$ cat src/rtl/led_write_scheduler_if.sv
// CPU-side write bus and LED-driver-side port of the LED write scheduler.
// The master modport is the CPU/decode side, the slave modport is the scheduler.
interface led_write_scheduler_if;
  logic        iDoIOWrite;
  logic        iDoLedWrite;
  logic [1:0]  iLightAddress;
  logic [15:0] iLightDataToWrite;
  logic        oLedWrite;
  logic [1:0]  oLedAddress;
  logic [15:0] oLedData;
  logic        oSeqBusy;
  logic        oPhase;

  modport master (
    output iDoIOWrite, iDoLedWrite, iLightAddress, iLightDataToWrite,
    input  oLedWrite, oLedAddress, oLedData, oSeqBusy, oPhase
  );

  modport slave (
    input  iDoIOWrite, iDoLedWrite, iLightAddress, iLightDataToWrite,
    output oLedWrite, oLedAddress, oLedData, oSeqBusy, oPhase
  );
endinterface

$ cat src/rtl/led_write_scheduler.sv
// LED write scheduler: owns the LED driver's single write port, forwards CPU
// LED writes with one cycle of latency, keeps a shadow of the CPU pattern and
// runs a blink/scroll sequencer that only writes in cycles the CPU leaves free.
// Address 2'b01 (ignored by the LED driver) holds the sequencer control word:
// bit0 blink enable, bit1 scroll enable, bits[15:8] step period.
module led_write_scheduler #(
  parameter int TICK_DIV = 100000,
  parameter int PERIOD_W = 8
) (
  input logic iCpuClock,
  input logic iCpuResetN,
  led_write_scheduler_if.slave bus
);

  localparam int TICK_W = $clog2(TICK_DIV);
  localparam logic [TICK_W-1:0] TICK_LAST = TICK_W'(TICK_DIV - 1);

  typedef enum logic [2:0] {
    IDLE,
    WR_LO,
    WR_HI,
    RST_LO,
    RST_HI
  } seqState_t;

  seqState_t state;
  seqState_t nextState;

  logic [23:0]         shadow;
  logic                ctrlBlink;
  logic                ctrlScroll;
  logic [PERIOD_W-1:0] ctrlPeriod;
  logic [TICK_W-1:0]   tickCnt;
  logic [PERIOD_W-1:0] stepCnt;
  logic                pending;
  logic                phase;
  logic                busy;

  logic        cpuWr;
  logic        ledWr;
  logic        ctrlWr;
  logic        enabled;
  logic        disableWr;
  logic        abortSeq;
  logic        tick;
  logic        step;
  logic        show;
  logic        startSeq;
  logic        seqIssue;
  logic [1:0]  seqAddr;
  logic [15:0] seqData;
  logic        unusedBits;

  // Decode the CPU write and classify it as an LED write or a control write.
  always_comb begin
    cpuWr     = bus.iDoIOWrite & bus.iDoLedWrite;
    ledWr     = cpuWr & ~bus.iLightAddress[0];
    ctrlWr    = cpuWr & (bus.iLightAddress == 2'b01);
    enabled   = ctrlBlink | ctrlScroll;
    disableWr = ctrlWr & ~bus.iLightDataToWrite[0] & ~bus.iLightDataToWrite[1];
    // Turning everything off mid-pair or with the lights blanked must restore them.
    abortSeq  = disableWr & ((state != IDLE) | ~phase);
    tick      = enabled & (tickCnt == TICK_LAST);
    step      = tick & (stepCnt == ctrlPeriod) & ~ctrlWr;
    unusedBits = ^bus.iLightDataToWrite[7:2];
  end

  // Control word register, written only through address 2'b01.
  always_ff @(posedge iCpuClock) begin
    if (!iCpuResetN) begin
      ctrlBlink  <= 1'b0;
      ctrlScroll <= 1'b0;
      ctrlPeriod <= '0;
    end else if (ctrlWr) begin
      ctrlBlink  <= bus.iLightDataToWrite[0];
      ctrlScroll <= bus.iLightDataToWrite[1];
      ctrlPeriod <= bus.iLightDataToWrite[8 +: PERIOD_W];
    end
  end

  // Tick and step timebase; a control write restarts both so the first step
  // lands a full period after the new settings take effect.
  always_ff @(posedge iCpuClock) begin
    if (!iCpuResetN) begin
      tickCnt <= '0;
      stepCnt <= '0;
    end else if (ctrlWr) begin
      tickCnt <= '0;
      stepCnt <= '0;
    end else if (enabled) begin
      if (tick) begin
        tickCnt <= '0;
        if (stepCnt == ctrlPeriod) begin
          stepCnt <= '0;
        end else begin
          stepCnt <= stepCnt + 1'b1;
        end
      end else begin
        tickCnt <= tickCnt + 1'b1;
      end
    end
  end

  // Single-entry step latch: a new step merges into an outstanding one, and a
  // step arriving on the same edge the sequencer starts is kept for next time.
  // A control write that disables everything drops any outstanding step.
  always_ff @(posedge iCpuClock) begin
    if (!iCpuResetN) begin
      pending <= 1'b0;
    end else if (disableWr) begin
      pending <= 1'b0;
    end else begin
      pending <= step | (pending & ~startSeq);
    end
  end

  // Sequencer state register.
  always_ff @(posedge iCpuClock) begin
    if (!iCpuResetN) begin
      state <= IDLE;
    end else begin
      state <= nextState;
    end
  end

  // Sequencer next state and write request; any CPU write freezes the sequencer.
  always_comb begin
    nextState = state;
    startSeq  = 1'b0;
    seqIssue  = 1'b0;
    seqAddr   = 2'b00;
    seqData   = 16'h0000;
    show      = ctrlScroll | phase;
    if (abortSeq) begin
      nextState = RST_LO;
    end else if (!cpuWr) begin
      case (state)
        IDLE: begin
          if (pending && enabled) begin
            nextState = WR_LO;
            startSeq  = 1'b1;
          end
        end
        WR_LO: begin
          seqIssue  = 1'b1;
          seqAddr   = 2'b00;
          seqData   = show ? shadow[15:0] : 16'h0000;
          nextState = WR_HI;
        end
        WR_HI: begin
          seqIssue  = 1'b1;
          seqAddr   = 2'b10;
          seqData   = {8'h00, (show ? shadow[23:16] : 8'h00)};
          nextState = IDLE;
        end
        RST_LO: begin
          seqIssue  = 1'b1;
          seqAddr   = 2'b00;
          seqData   = shadow[15:0];
          nextState = RST_HI;
        end
        RST_HI: begin
          seqIssue  = 1'b1;
          seqAddr   = 2'b10;
          seqData   = {8'h00, shadow[23:16]};
          nextState = IDLE;
        end
        default: nextState = IDLE;
      endcase
    end
  end

  // Shadow of the CPU pattern; scrolling rotates it left as each step starts.
  always_ff @(posedge iCpuClock) begin
    if (!iCpuResetN) begin
      shadow <= 24'h000000;
    end else if (ledWr) begin
      if (bus.iLightAddress[1]) begin
        shadow[23:16] <= bus.iLightDataToWrite[7:0];
      end else begin
        shadow[15:0] <= bus.iLightDataToWrite;
      end
    end else if (startSeq && ctrlScroll) begin
      shadow <= {shadow[22:0], shadow[23]};
    end
  end

  // Blink phase: toggles on each blink-only step, forced back to shown on abort.
  always_ff @(posedge iCpuClock) begin
    if (!iCpuResetN) begin
      phase <= 1'b1;
    end else if (abortSeq) begin
      phase <= 1'b1;
    end else if (startSeq && !ctrlScroll) begin
      phase <= ~phase;
    end
  end

  // Registered busy flag follows the state the sequencer is about to enter.
  always_ff @(posedge iCpuClock) begin
    if (!iCpuResetN) begin
      busy <= 1'b0;
    end else begin
      busy <= (nextState != IDLE);
    end
  end

  // LED driver port: CPU writes win, otherwise the sequencer's write; the
  // address and data hold their last values between strobes.
  always_ff @(posedge iCpuClock) begin
    if (!iCpuResetN) begin
      bus.oLedWrite   <= 1'b0;
      bus.oLedAddress <= 2'b00;
      bus.oLedData    <= 16'h0000;
    end else begin
      bus.oLedWrite <= ledWr | seqIssue;
      if (ledWr) begin
        bus.oLedAddress <= bus.iLightAddress;
        bus.oLedData    <= bus.iLightDataToWrite;
      end else if (seqIssue) begin
        bus.oLedAddress <= seqAddr;
        bus.oLedData    <= seqData;
      end
    end
  end

  // Status outputs straight from their registers.
  always_comb begin
    bus.oSeqBusy = busy;
    bus.oPhase   = phase;
  end

endmodule
$ cat src/flat_wrapper.sv
// flat-port wrapper written by rule: the top's interface ports become plain ports
module led_write_scheduler_flat 
#(
  parameter int TICK_DIV = 100000,
  parameter int PERIOD_W = 8
)
  (iCpuClock, iCpuResetN, bus_iDoIOWrite, bus_iDoLedWrite, bus_iLightAddress, bus_iLightDataToWrite, bus_oLedWrite, bus_oLedAddress, bus_oLedData, bus_oSeqBusy, bus_oPhase);
  led_write_scheduler_if bus_i ();
  input logic iCpuClock;
  input logic iCpuResetN;
  input wire logic [$bits(bus_i.iDoIOWrite)-1:0] bus_iDoIOWrite;
  input wire logic [$bits(bus_i.iDoLedWrite)-1:0] bus_iDoLedWrite;
  input wire logic [$bits(bus_i.iLightAddress)-1:0] bus_iLightAddress;
  input wire logic [$bits(bus_i.iLightDataToWrite)-1:0] bus_iLightDataToWrite;
  output wire logic [$bits(bus_i.oLedWrite)-1:0] bus_oLedWrite;
  output wire logic [$bits(bus_i.oLedAddress)-1:0] bus_oLedAddress;
  output wire logic [$bits(bus_i.oLedData)-1:0] bus_oLedData;
  output wire logic [$bits(bus_i.oSeqBusy)-1:0] bus_oSeqBusy;
  output wire logic [$bits(bus_i.oPhase)-1:0] bus_oPhase;
  assign bus_i.iDoIOWrite = bus_iDoIOWrite;
  assign bus_i.iDoLedWrite = bus_iDoLedWrite;
  assign bus_i.iLightAddress = bus_iLightAddress;
  assign bus_i.iLightDataToWrite = bus_iLightDataToWrite;
  assign bus_oLedWrite = bus_i.oLedWrite;
  assign bus_oLedAddress = bus_i.oLedAddress;
  assign bus_oLedData = bus_i.oLedData;
  assign bus_oSeqBusy = bus_i.oSeqBusy;
  assign bus_oPhase = bus_i.oPhase;
  led_write_scheduler #(.TICK_DIV(TICK_DIV), .PERIOD_W(PERIOD_W)) u_core (.iCpuClock(iCpuClock), .iCpuResetN(iCpuResetN), .bus(bus_i));
endmodule
$ cat config.mk
export PLATFORM = sky130hd
export DESIGN_NAME = led_write_scheduler_flat
export DESIGN_NICKNAME = d
export VERILOG_FILES = /design/src/rtl/led_write_scheduler_if.sv /design/src/rtl/led_write_scheduler.sv /design/src/flat_wrapper.sv
export SDC_FILE = /design/constraint.sdc
export NUM_CORES = 1
export LEC_CHECK = 0
export ABC_AREA = 1
export CAP_MARGIN = 25
export CORE_MARGIN = 8
export CORE_UTILIZATION = 59
export CTS_BUF_LIST = sky130_fd_sc_hd__clkbuf_4 sky130_fd_sc_hd__clkbuf_8
export CTS_CLUSTER_SIZE = 14
export DETAILED_ROUTE_END_ITERATION = 7
export PLACE_DENSITY = 0.92
export SLEW_MARGIN = 20
export SYNTH_ARGS = -nofsm -noshare
export SYNTH_HDL_FRONTEND = slang
export SYNTH_SLANG_ARGS = --single-unit
export TNS_END_PERCENT = 100
$ cat constraint.sdc
create_clock -name iCpuClock -period 1.55 [get_ports iCpuClock]
set_input_delay 0.31 -clock iCpuClock [delete_from_list [all_inputs] [get_ports iCpuClock]]
set_output_delay 0.31 -clock iCpuClock [all_outputs]
set_load 0.01 [all_outputs]
* Word-level counts from Yosys, hierarchy flattened
Cells that the tools add are included.
Operators by class: divide/modulo/power cells 0, add/subtract/negate cells 2, muxes and demuxes 29, equality and inequality tests 9, shift-type cells 0, order comparisons 0, bitwise operators 22, $mul 0, reduce and logical (&&, ||, !) cells 17
Operators by type and width (number):
- $mux W16 | 6
- $pmux W16 S4 | 1
- $mux W24 | 2
- $mux W8 | 3
- $add A17 B1 Y17 const B | 1
- $eq A17 B17 Y1 const B | 1
- $mux W17 | 1
- $and A1 B1 Y1 | 10
- $mux W2 | 5
- $mux W3 | 3
- $pmux W3 S3 | 1
- $add A8 B1 Y8 const B | 1
- $eq A8 B8 Y1 | 1
- $reduce_or A2 Y1 | 4
- $mux W1 | 7
- $not A1 Y1 | 7
- $eq A3 B2 Y1 const B | 2
- $reduce_and A2 Y1 | 3
- $reduce_bool A3 Y1 | 2
- $or A1 B1 Y1 | 5
- $ne A2 B2 Y1 const B | 2
- $reduce_bool A2 Y1 | 2
- $reduce_or A4 Y1 | 1
- $eq A3 B1 Y1 const B | 1
- 5 further kinds | 7
Storage, ports and cells: word-level logic and storage cells 93, output and inout bits 21, latch bits 0, input bits 22, memories kept 0, register bits after elaboration 84, memory bits (writable) 0, memory bits (read-only) 0

* Logic depth before layout (Yosys ltp)
depth in word-level cells 9, depth in mapped cells 11, gate-level depth less buffers 10

* Worst setup path after synthesis
Ideal clock, no wire load.
path kind register -> register, from reg u_core.tickCnt[0], to reg u_core.stepCnt[5], path slack 0.163 ns, path buffers 0, cell stages (with the launch flop) 10, data arrival time 1.315 ns, clock period less this slack 1.387 ns, library setup time 0.072 ns, required time 1.478 ns, path through dfxtp_1 ha_1 nand2_1 nor2_1 inv_1 nor2_1 nand3_1 nor2_1 nand2_1 a21oi_1
On the way: cells in the longest elaborated chain, start to end 3
Ends and longest elaborated chain:
- start, declared | line led_write_scheduler.sv:33 | logic [TICK_W-1:0] tickCnt;
- start signal, assigned | line led_write_scheduler.sv:99 | tickCnt <= tickCnt + 1'b1;
- $eq A17 B17 Y1 | line led_write_scheduler.sv:63 | tick = enabled & (tickCnt == TICK_LAST);
- $and A1 B1 Y1 | line led_write_scheduler.sv:63
- $reduce_and A2 Y1 (no source line)
- end signal, assigned | line led_write_scheduler.sv:96 | stepCnt <= stepCnt + 1'b1;
- end, declared | line led_write_scheduler.sv:34 | logic [PERIOD_W-1:0] stepCnt;
No other way between the ends. A chain may end at the register's enable or synchronous reset.

* Worst setup path after layout
from in bus_iLightAddress[0], to reg u_core.shadow[5]
On the way: cells in the longest elaborated chain, start to end 9, elaborated cells between the ends (all ways) 13, those cells by class 2 x eq/ne; 2 x mux; 6 x bitwise; 3 x reduce/logical
Ends and longest elaborated chain:
- start, declared | line flat_wrapper.sv:13 | input wire logic [$bits(bus_i.iLightAddress)-1:0] bus_iLightAddress;
- $eq A2 B1 Y1 | line led_write_scheduler.sv:58 | ctrlWr = cpuWr & (bus.iLightAddress == 2'b01);
- $and A1 B1 Y1 | line led_write_scheduler.sv:58
- $and A1 B1 Y1 (2 in a row) | line led_write_scheduler.sv:60 | disableWr = ctrlWr & ~bus.iLightDataToWrite[0] & ~bus.iLightDataToWrite[1];
- $and A1 B1 Y1 | line led_write_scheduler.sv:62 | abortSeq = disableWr & ((state != IDLE) | ~phase);
- $mux W1 | line led_write_scheduler.sv:134 | if (abortSeq) begin
- $logic_and A1 B1 Y1 | line led_write_scheduler.sv:183 | end else if (startSeq && ctrlScroll) begin
- $reduce_bool A2 Y1 (no source line)
- $reduce_and A2 Y1 (no source line)
- end signal, assigned | line led_write_scheduler.sv:181 | shadow[15:0] <= bus.iLightDataToWrite;
- end signal, assigned | line led_write_scheduler.sv:184 | shadow <= {shadow[22:0], shadow[23]};
- end, declared | line led_write_scheduler.sv:29 | logic [23:0] shadow;
Several ways; a longest one is shown, not always the timed one.

==> impl_summary.md <==
Status
The flow ran to the end, but the final reports show violations. The checks that failed: setup timing.

Hold path
The worst hold path belongs to the class reg -> reg.

Floorplanning
The die covers 9916 sq um. The y dimension of the die is 99.58 um. The effective utilization at floorplan is 60.66%.

After floorplanning, the core was sized to cover 6794 sq um. Pin placement for this block handled 43 I/O pins. The row count is 30. The floorplan step set the die width to 99.58 um.

STA
The tightest hold path in the finished design has a slack of 0.4348 ns. The number of endpoints with negative hold slack in the final report is 0. The final-report setup violation count is 4. Based on the critical path, the design can be clocked at up to 634.3 MHz. Setup total negative slack on the finished layout was measured at -0.07052 ns.

The worst path in the final design needs a cycle of 1.576 ns, including I/O delays and setup. The max-slew violation count is 0. For the pin with the worst max-slew slack, the measured transition is 0.4497 ns. The post-route clock period utilization is 101.7%.

Setup repair after global routing could not meet its margin everywhere. The relative slew slack is 70.02%. Across the routed clock network, the largest skew measured is 0.01213 ns.

Setup slack on the critical path of the routed design comes to -0.02649 ns.

CTS
The later pin in the worst-skew pair is clocked with a latency of 0.36 ns. The cell chosen for the clock root is sky130_fd_sc_hd__clkbuf_8. TritonCTS built the clock tree. After clock tree synthesis, the clock-pin slew on the worst setup and hold paths is 0.08 ns. The number of clock sinks is 84.

The H-tree generated during clock tree synthesis spans 3 levels. The number of clock buffers added by TritonCTS is 9. The maximum buffer depth of the clock tree is 2.

Critical path
The setup slack of the worst register-to-register path is -0.02 ns. The critical path startpoint category is an input port. The critical path class is in -> reg. The endpoint arrival time on the critical path is 1.82 ns. The worst setup path is captured at a flop. For the worst setup path, the data required time is 1.79 ns. The maximum fanout along the worst path is 8.

Placed design
The detailed placement HPWL is 7856 um. The routability-driven placement congestion ratio is 0.9473. The number of buffers inserted by port buffering is 42.

Synthesis
Synthesis produced 598 cells. The mapped cell area is 4121 sq um. Summing the areas of all compound-gate instances in the mapped netlist gives 14.36% of the synthesized area. Summing the areas of all fa, ha and maj instances in the mapped netlist gives 0.6072% of the synthesized area. The number of synthesized register bits is 84. The synthesized net count is 622. The proportion of synthesized area in mux cells is 0%.

The register area share after synthesis is 40.80%. The synthesized netlist devotes 34.24% of its cell area to simple gates. By area, the combinational part of the netlist is dominated by simple AND/OR/NAND/NOR gates. The number of distinct standard cells referenced by the synthesized netlist is 35. A synthesized cell averages 6.892 sq um. Summing the areas of all xor and xnor instances in the mapped netlist gives 2.125% of the synthesized area.

Yosys printed 0 warnings.

Power
The post-layout total power is 4496 uW. The worst IR drop on VDD is 772.5 uV. Dividing total power by cell area gives a power density of 814.4 nW/um^2.

The leakage dissipation is 0.002585 uW.

Route
The number of DRC markers in iteration 0 is 469. Dividing the detail-routed wire length by the instance count gives 16.96 um. The detail route stage leaves a number of antenna-violating nets equal to 0. The final wirelength is 13470 um.

The pre-antenna-repair detailed-routing pass consisted of 6 iterations. The count of unresolved DRC violations after routing is 0. The average vias per placed instance is 5.942.

For this block, the via count after detailed routing is 4718.

GRT
The combined global-route utilization of all metal layers is 24.13%. The met1 track demand over resource is 25.18%. The number of antenna violations at the first check in global routing came to 0.

The layer with the highest usage is met2. Summed over all layers, the global routing overflow is 0. Entering global routing, the biggest net connects 47 pins. The first global-routing pass estimated 19710 um of wire.

Global routing used 6.075% of the available met3 tracks. The number of global-route vias before repair is 4412. The global routing usage on met2 is 43.65%.

Cells and area
From synthesis to final layout, the design area changed by 33.94%. The library cell used most frequently in the layout, excluding fill and tap cells, is sky130_fd_sc_hd__nand2_1. The share of cells above drive strength 1 is 18.34%. Leaving out fill and tap cells, the most frequent cells in the layout are 159 x sky130_fd_sc_hd__nand2_1, 78 x sky130_fd_sc_hd__dfxtp_1, 72 x sky130_fd_sc_hd__nor2_1. After the last flow step, the layout net total stands at 717.

The diode insertion count for antenna repair is 0.

Run
The tool flagged a number of max-cap violations equal to 0.
## registers in the layout (all words and copies together) (netlist names)
signal / flops
u_core.bus.oLedWrite: 1
u_core.state: 3
u_core.bus.oLedAddress: 2
u_core.tickCnt: 17
u_core.bus.oSeqBusy: 1
u_core.stepCnt: 8
u_core.ctrlScroll: 1
u_core.bus.oPhase: 1
u_core.pending: 1
u_core.ctrlPeriod: 8
u_core.bus.oLedData: 16
u_core.shadow: 24
u_core.ctrlBlink: 1
## final cells by class
class,instances,area [sq um]
Clock buffer,13,172.7
Clock inverter,3,43.79
Fill cell,379,1274
Inverter,59,224.0
Multi-Input combinational cell,437,2280
Sequential cell,84,1697
Tap cell,96,120.1
Timing Repair Buffer,102,983.4
## power by group
group,internal (uW),switching (uW)
clock network,897,825
logic,242,284
registers,2210,38.1
## routing by layer
| metal | vias up | routed length (um) |
|---|---|---|
| met5 | - | 0 |
| met4 | 0 | 637 |
| met3 | 88 | 1089 |
| met2 | 340 | 6858 |
| met1 | 2147 | 4880 |
| li1 | 2143 | - |
## per-stage QoR
step | instances | area (sq um) | worst slack (ns) | util [%]
2_1_floorplan | 598 | 4121 | 0.1630 | -
4_1_cts | 783 | 5234 | -0.02836 | 77.04
6_report | 794 | 5520 | -0.02649 | 81.25
5_1_grt | 794 | 5520 | -0.05566 | 81.25
3_5_place_dp | 766 | 4977 | -0.3776 | 73.26
3_3_place_gp | 766 | 4977 | -0.3290 | 73.26
## cells in the mapped netlist
cell type	count	area share (%)
sky130_fd_sc_hd__nand3_1	52	6.3
sky130_fd_sc_hd__buf_4	4	0.73
sky130_fd_sc_hd__o21ai_1	3	0.36
sky130_fd_sc_hd__nand2_1	166	15
sky130_fd_sc_hd__o22ai_1	1	0.15
sky130_fd_sc_hd__nand4_1	6	0.91
sky130_fd_sc_hd__nand2_2	2	0.30
sky130_fd_sc_hd__o21a_1	1	0.18
sky130_fd_sc_hd__o31ai_1	1	0.18
sky130_fd_sc_hd__nor3b_1	1	0.18
sky130_fd_sc_hd__xor2_1	9	1.9
sky130_fd_sc_hd__dfxtp_1	84	41
sky130_fd_sc_hd__buf_1	1	0.091
sky130_fd_sc_hd__xnor2_1	1	0.21
sky130_fd_sc_hd__nor2_4	1	0.27
sky130_fd_sc_hd__a31oi_1	10	1.5
sky130_fd_sc_hd__clkbuf_1	6	0.55
sky130_fd_sc_hd__nand2_4	2	0.55
sky130_fd_sc_hd__nor2_2	1	0.15
sky130_fd_sc_hd__nor3_4	1	0.39
sky130_fd_sc_hd__a211oi_1	1	0.18
sky130_fd_sc_hd__inv_1	54	4.9
sky130_fd_sc_hd__inv_2	4	0.36
sky130_fd_sc_hd__a21oi_1	26	3.2
sky130_fd_sc_hd__o21ai_0	29	3.5
sky130_fd_sc_hd__ha_1	2	0.61
sky130_fd_sc_hd__nor3_2	1	0.24
sky130_fd_sc_hd__nor2_8	1	0.49
sky130_fd_sc_hd__o211a_1	21	5.1
sky130_fd_sc_hd__nor2_1	82	7.5
sky130_fd_sc_hd__clkinv_1	1	0.091
sky130_fd_sc_hd__or2_1	1	0.15
sky130_fd_sc_hd__buf_6	1	0.27
sky130_fd_sc_hd__buf_2	7	0.85
sky130_fd_sc_hd__nor3_1	14	1.7
## final timing paths
check,start,end,cells after the start
worst max-delay path,bus_iLightAddress[0],u_core.shadow[5]$_SDFFE_PN0P_,8
worst min-delay path,u_core.bus.oLedAddress[0]$_SDFFE_PN0P_,u_core.bus.oLedAddress[0]$_SDFFE_PN0P_,2
worst max register to register,u_core.state[1]$_SDFF_PN0_,u_core.shadow[16]$_SDFFE_PN0P_,6
worst min register to register,u_core.bus.oLedAddress[0]$_SDFFE_PN0P_,u_core.bus.oLedAddress[0]$_SDFFE_PN0P_,2
## worst max-delay path, stage by stage
cell and delay [ns]:
sky130_fd_sc_hd__clkdlybuf4s50_1 0.50, sky130_fd_sc_hd__nor2_4 0.16, sky130_fd_sc_hd__inv_2 0.07, sky130_fd_sc_hd__or2_4 0.28, sky130_fd_sc_hd__nand2_8 0.11, sky130_fd_sc_hd__buf_12 0.13, sky130_fd_sc_hd__nand3_1 0.11, sky130_fd_sc_hd__o211a_1 0.14
## cells by family (layout without fill, tap and decap cells)
| kind of cell | Yosys count | in the layout |
|---|---|---|
| buffers and inverters | 78 | 177 |
| DFF | 84 | 84 |
| xor gates and xnor gates | 10 | 10 |
| and+or+nand+nor | 331 | 332 |
| adders and majority gates | 2 | 2 |
| AOI/OAI and AO/OA | 93 | 93 |
## timing repair
action / 4_1_cts / 5_1_grt
pin swaps: 0 / 13
resized for setup: 24 / 59
setup endpoints to repair: 48 / 69
hold buffers: 0 / 0
buffers inserted: 0 / 9
gates cloned: 1 / 2
No activity file was read; power rests on OpenSTA's default activity.
